**config.mk**
```make
export PLATFORM = sky130hd
export DESIGN_NAME = fifo_uart_tx_drain
export DESIGN_NICKNAME = d
export VERILOG_FILES = /design/src/rtl/fifo_uart_tx_drain.sv
export SDC_FILE = /design/constraint.sdc
export NUM_CORES = 1
export LEC_CHECK = 0
export ABC_AREA = 1
export CORE_MARGIN = 3
export CORE_UTILIZATION = 70
export CTS_BUF_LIST = sky130_fd_sc_hd__clkbuf_8
export DETAILED_ROUTE_END_ITERATION = 10
export DONT_BUFFER_PORTS = 1
export GPL_TIMING_DRIVEN = 1
export PLACE_DENSITY = 0.83
export SYNTH_ARGS = -nofsm -noshare
export SYNTH_HDL_FRONTEND = slang
export SYNTH_SLANG_ARGS = --single-unit
```
**constraint.sdc**
```tcl
create_clock -name clk -period 3.2 [get_ports clk]
set_input_delay 0.16 -clock clk [delete_from_list [all_inputs] [get_ports clk]]
set_output_delay 0.16 -clock clk [all_outputs]
set_load 0.02 [all_outputs]
```
**src/rtl/fifo_uart_tx_drain.sv**
```systemverilog
// Drains a first-word-fall-through capture FIFO onto a UART 8N1 line.
// Pops one byte per frame and shifts it out LSB first behind a start bit.
`timescale 1ns/1ps
module fifo_uart_tx_drain #(
    parameter int BAUD_DIV  = 104,
    parameter int STOP_BITS = 1,
    parameter int CNT_WIDTH = 16
) (
    input  logic                 clk,
    input  logic                 rst,
    input  logic                 en,
    input  logic [7:0]           fifo_data,
    input  logic                 fifo_empty,
    output logic                 fifo_rd_en,
    output logic                 tx,
    output logic                 busy,
    output logic [CNT_WIDTH-1:0] tx_count
);

    localparam int BW = $clog2(BAUD_DIV);
    localparam logic [BW-1:0]        BAUD_LAST = BW'(BAUD_DIV - 1);
    localparam logic [BW-1:0]        BAUD_ONE  = BW'(1);
    localparam logic [CNT_WIDTH-1:0] CNT_ONE   = CNT_WIDTH'(1);
    localparam logic                 STOP_LAST = (STOP_BITS == 2) ? 1'b1 : 1'b0;

    typedef enum logic [1:0] {
        IDLE  = 2'd0,
        START = 2'd1,
        DATA  = 2'd2,
        STOP  = 2'd3
    } state_t;

    state_t                 state_r;
    logic [BW-1:0]          baud_r;
    logic [2:0]             bit_r;
    logic                   stop_r;
    logic [7:0]             shift_r;
    logic                   tx_r;
    logic                   busy_r;
    logic [CNT_WIDTH-1:0]   count_r;
    logic                   pop_s;
    logic                   baud_end_s;

    // Gating with rst keeps the pop strobe low while reset is held.
    assign pop_s      = rst & (state_r == IDLE) & en & ~fifo_empty;
    assign baud_end_s = (baud_r == BAUD_LAST);

    assign fifo_rd_en = pop_s;
    assign tx         = tx_r;
    assign busy       = busy_r;
    assign tx_count   = count_r;

    // Frame sequencer: baud timing, bit shifting and the completed-frame count.
    always_ff @(posedge clk or negedge rst) begin
        if (!rst) begin
            state_r <= IDLE;
            baud_r  <= '0;
            bit_r   <= 3'd0;
            stop_r  <= 1'b0;
            shift_r <= 8'h00;
            tx_r    <= 1'b1;
            busy_r  <= 1'b0;
            count_r <= '0;
        end else begin
            case (state_r)
                IDLE: begin
                    baud_r <= '0;
                    bit_r  <= 3'd0;
                    stop_r <= 1'b0;
                    if (pop_s) begin
                        shift_r <= fifo_data;
                        state_r <= START;
                        tx_r    <= 1'b0;
                        busy_r  <= 1'b1;
                    end else begin
                        tx_r    <= 1'b1;
                        busy_r  <= 1'b0;
                    end
                end
                START: begin
                    if (baud_end_s) begin
                        baud_r  <= '0;
                        state_r <= DATA;
                        tx_r    <= shift_r[0];
                    end else begin
                        baud_r  <= baud_r + BAUD_ONE;
                    end
                end
                DATA: begin
                    if (baud_end_s) begin
                        baud_r <= '0;
                        if (bit_r == 3'd7) begin
                            bit_r   <= 3'd0;
                            state_r <= STOP;
                            tx_r    <= 1'b1;
                        end else begin
                            // Next bit goes out directly from shift_r[1] so tx stays registered.
                            bit_r   <= bit_r + 3'd1;
                            shift_r <= {1'b0, shift_r[7:1]};
                            tx_r    <= shift_r[1];
                        end
                    end else begin
                        baud_r <= baud_r + BAUD_ONE;
                    end
                end
                STOP: begin
                    if (baud_end_s) begin
                        baud_r <= '0;
                        if (stop_r == STOP_LAST) begin
                            stop_r  <= 1'b0;
                            state_r <= IDLE;
                            busy_r  <= 1'b0;
                            count_r <= count_r + CNT_ONE;
                        end else begin
                            stop_r  <= 1'b1;
                        end
                    end else begin
                        baud_r <= baud_r + BAUD_ONE;
                    end
                end
                default: begin
                    state_r <= IDLE;
                    baud_r  <= '0;
                    tx_r    <= 1'b1;
                    busy_r  <= 1'b0;
                end
            endcase
        end
    end

endmodule

```
# == After elaboration in Yosys (flattened, before gate mapping) ==
# Index checks and enable logic that the tools add are counted.
# word_totals
mem_count,0
mem_bits_ro,0
in_bits,12
output_inout_bits,19
elab_cells,68
ramBits,0
latch_bits,0
ff_bits,39
# op_classes
shifts,0
n_eq_ne,12
addsub,3
order_cmp,0
mul,0
bitwise_logic,5
n_mux,28
div_mod_pow,0
reduce_logical,12
# op_table
cell,count
8-bit 2-to-1 mux,3
16-bit by 1-bit adder with 16-bit output (second input constant),1
8-bit case mux with 2 select lines,1
2-bit != test (second input constant),7
7-bit case mux with 2 select lines,1
2-bit 2-to-1 mux,6
1-bit 2-to-1 mux,9
3-bit AND reduction,3
2-bit case mux with 4 select lines,1
7-bit by 1-bit adder with 7-bit output (second input constant),1
7-bit equality test (second input constant),1
7-bit 2-to-1 mux,1
3-bit 2-to-1 mux,2
3-bit case mux with 2 select lines,1
6-bit AND reduction,1
2-bit equality test (second input constant),2
1-bit case mux with 2 select lines,2
2-bit AND reduction,2
4-bit AND reduction,1
2-bit nonzero test,2
3-bit by 1-bit adder with 3-bit output (second input constant),1
1-bit AND,3
3-bit equality test (second input constant),1
1-bit case mux with 3 select lines,1
other kinds (5),6

# == Depth between registers and ports, before layout ==
# depth
ltp_word,6
depth_mapped,10
depth_no_buf,10

# == Worst setup path after synthesis ==
# Ideal clock, no wire load.
# synth_timing
kind,flip-flop to flip-flop
from,reg count_r[0] (netlist: tx_count[0])
to,reg count_r[14] (netlist: tx_count[14])
stages_incl_launch_ff,9
t_arrival_ns,1.331
n_path_buf,0
required_ns,3.075
setup_slack_ns,1.744
cell_sequence,dfrtp_1 -> ha_1 -> nand3_1 -> nor2_2 -> nand3_1 -> nand2_1 -> nand2_1 -> nand2_1 -> o21ai_1
# synth_via
elab_chain_len,1
# synth_lines
item,line_no,rtl
"start, declared",40,logic [CNT_WIDTH-1:0] count_r;
"start signal, assigned",113,count_r <= count_r + CNT_ONE;
16-bit by 1-bit adder with 16-bit output,113,
# Every way passes these cells.
# A chain may end at the register's enable or synchronous reset.

# == Worst setup path after layout ==
# layout_timing
from,reg state_r[0]
to,reg shift_r[2]
# layout_via
elab_chain_len,6
elab_cells_between_ends,11
# layout_lines
item,line_no,rtl
"start, declared",33,state_t state_r;
"start signal, assigned",56,state_r <= IDLE;
"start signal, assigned",72,state_r <= START;
"start signal, assigned",83,state_r <= DATA;
2-bit logical NOT,"45, 65",
1-bit AND (3 in a row),45,assign pop_s = rst & (state_r == IDLE) & en & ~fifo_empty;
2-bit != test (no source line),-,
4-bit AND reduction (no source line),-,
"end signal, assigned",71,shift_r <= fifo_data;
"end signal, assigned",99,"shift_r <= {1'b0, shift_r[7:1]};"
"end, declared",37,logic [7:0] shift_r;
# Several ways; a longest one is shown, not always the timed one.

==> impl_metrics.ini <==
[floorplanning]
die_x_um = 62.11
num_io_pins = 31
die_area_um2 = 3857
core_area_um2 = 2877
placementRows = 19
die_y_um = 62.11
start_util_pct = 76.60

[global_routing]
first_global_vias = 1649
grt_max_degree = 40
grt_first_pass_wirelength_um = 7293
grt_util_all_layers_pct = 23.64
grt.overflow.total = 0
antenna_found_initial = 0

[timing]
final_hold_viol_count = 0
clock_skew_ns = 0.009907
fmax_ghz = 0.4881
tightest_slew_ns = 0.5997
finalSetupTns_ns = 0
rsz0062_at_grt = false
drv_slew = 0
min_period_ns = 2.049
holdWs_ns = 0.02641
period_share_pct = 64.02
finalSetupViolCount = 0
slew_headroom_pct = 60.02

[power_and_ir_drop]
ir_worst_vdd_mv = 0.7299
seqPwrFrac_pct = 38.7
p_leak_nw = 1.123
p_comb_share_pct = 33.7
power.share.switching_pct = 36.21
fin_total_pwr_mw = 1.763
p_int_mw = 1.125
power_density_nw_per_um2 = 740.8
power_switching_uw = 638.5
clkPwrFrac_pct = 27.6

[worst_setup_path]
cp.required_ns = 3.38
crit_chain = inv_1, ha_1, inv_1, nand2_1, nand4_4, nand2_1, o21ai_2
cp_max_fo = 16
cp-end-kind = register
worst-setup-path-type = register to register
slowest_delay_ns = 0.54
critPathArrivalTime_ns = 2.23
cp-start-kind = register
rr_endpoint = shift_r[2]$_DFFE_PN0P_
critical_path.top_delay_family = simple AND/OR/NAND/NOR gates
reg2reg_setup_slack_ns = 1.15
reg2regPathDepth = 7
worst-path-buf-inv = 2
critPathSlowestCell = ha_1
r2r_start = state_r[0]$_DFFE_PN0P_

[synth]
yosysMostFrequentCell = nand2_1
synthFlopType = dfrtp_1
yosys.area.top_type = dfrtp_1
syn_inst = 266
syn_area_um2 = 2203
synth_edf_count = 0
ys_seq_area_share_pct = 44.35
synth.distinct_cells = 27
synthesis.nets = 287
ys_async_sr_fraction_pct = 100.0
synth_seq_cells = 39
synth_xor_area_share_pct = 3.975
synth_compound_area_share_pct = 9.143
yosys-top-cells-area = dfrtp_1 43%, nand2_1 15%, ha_1 5.1%
synth_warnings = 0
synth_top_area_share_pct = 43.16
synth_fa_ha_area_share_pct = 5.111
synth_top_family_by_area = simple AND/OR/NAND/NOR gates
syn_area_per_cell_um2 = 8.283
ys_top_cells_by_count = 90 x nand2_1, 38 x dfrtp_1, 23 x nor2_1, 17 x inv_1, 15 x nand3_1
muxShareOfSynthArea_pct = 2.726
synthSimpleGateAreaFrac_pct = 29.19

[routing]
drt-wirelength-per-cell_um = 13.06
viasPerCell = 5.430
ant_nets = 0
wirelength_um = 4101
drt_iter0_markers = 98
drt_pass1_iterations = 4
num_vias = 1705
drc_errors = 0

[cts]
clock_latency_ns = 0.29
clock_path_buffers = 2
cts_buffers = 5
clockRootBuffer = clkbuf_8
clock_sinks = 39
post_cts_buffers = 0
cts_tree = built
clk_pin_slew_ns = 0.07
ctsHtreeMaxLevel = 2

[place]
place_congestion = 0.8403
portBuffers = 0
place_inst = 304
hpwl_um = 2925

[hold_path]
holdPathEnd = shift_r[7]$_DFFE_PN0P_
hold_depth = 2
worstHoldPathType = input port to register
hp-start = fifo_data[7]

[flow_run]
drv_cap = 0

[layout]
antenna_cells = 0
fill_cells = 170
layout-drive-gt1-share_pct = 11.76
nets = 292
stdcell_count = 314
area_growth_pct = 8.007

[status]
outcome = complete, no violations
[power groups by stage]
stage | registers, mW | logic, mW | clock network [mW]
2_1_floorplan | 0.673 | 0.508 | 0
3_3_place_gp | 0.689 | 0.555 | 0
3_5_place_dp | 0.691 | 0.580 | 0
4_1_cts | 0.683 | 0.599 | 0.490
5_1_grt | 0.696 | 0.689 | 0.519
6_report | 0.683 | 0.594 | 0.486
[sequential cells by signal, indices dropped and copies added, names as in the netlist]
| signal | flops |
|---|---|
| tx_count | 16 |
| stop_r | 1 |
| busy | 1 |
| bit_r | 3 |
| shift_r | 8 |
| tx | 1 |
| baud_r | 7 |
| state_r | 2 |
[per-stage QoR]
stage	setup slack [ns]	cell area, um2	utilization, %
floorplan	1.744	2203	-
global placement	1.263	2217	77.08
detailed placement	1.136	2217	77.08
CTS	1.131	2380	82.73
global route	0.9006	2380	82.73
finish	1.151	2380	82.73
[cells by family (layout without fill, tap and decap cells)]
| family | after synthesis | count (layout) |
|---|---|---|
| buffers and inverters | 26 | 32 |
| flip-flops | 39 | 39 |
| AND/OR/NAND/NOR | 145 | 145 |
| AO/OA/AOI/OAI | 31 | 31 |
| multiplexers | 6 | 6 |
| XOR/XNOR | 10 | 10 |
| adder cells (fa/ha/maj) | 9 | 9 |
[worst max path at each step]
stage / start / cells after the start / end
after floorplan: tx_count[0]$_DFFE_PN0P_ / 8 / tx_count[14]$_DFFE_PN0P_
after global placement: state_r[0]$_DFFE_PN0P_ / 7 / shift_r[0]$_DFFE_PN0P_
after detailed placement: state_r[0]$_DFFE_PN0P_ / 7 / shift_r[2]$_DFFE_PN0P_
after CTS: state_r[0]$_DFFE_PN0P_ / 7 / shift_r[2]$_DFFE_PN0P_
after global routing: state_r[0]$_DFFE_PN0P_ / 7 / shift_r[4]$_DFFE_PN0P_
final: state_r[0]$_DFFE_PN0P_ / 7 / shift_r[2]$_DFFE_PN0P_
[layer usage]
| layer | vias up | track usage (%) | wire, um |
|---|---|---|---|
| met3 | 6 | 6.667 | 224 |
| met1 | 789 | 30.54 | 1876 |
| met5 | - | 0 | 0 |
| met4 | 0 | 6.077 | 38 |
| li1 | 872 | - | - |
| met2 | 38 | 39.38 | 1961 |
[cell type report]
| type | count | area (um2) | area share (%) |
|---|---|---|---|
| multi-input cells | 201 | 1105 | 46.42 |
| flip-flops and latches | 39 | 977.2 | 41.06 |
| inverters | 22 | 82.58 | 3.470 |
| clock buffers | 5 | 68.82 | 2.892 |
| clock inverters | 3 | 63.81 | 2.681 |
| well taps | 42 | 52.55 | 2.208 |
| repair buffers | 2 | 30.03 | 1.262 |
[placed cells by master (no fill, tap or decap), types with 5 or more instances in the layout]
cell,Yosys,layout
nand3_1,15,15
inv_2,5,5
nand4_1,7,7
nor2_1,23,23
ha_1,9,9
o21ai_1,7,7
xnor2_1,9,9
dfrtp_1,38,38
o21ai_0,8,8
clkbuf_8,0,5
inv_1,17,18
mux2i_1,6,6
o21ai_2,9,9
nand2_1,90,90
[repair_timing]
item                                   in CTS  in global routing
endpoints found under the hold margin      39                  0
hold buffers                                2                  0
gates resized for setup                     0                  0
(Power assumes the default switching activity.)
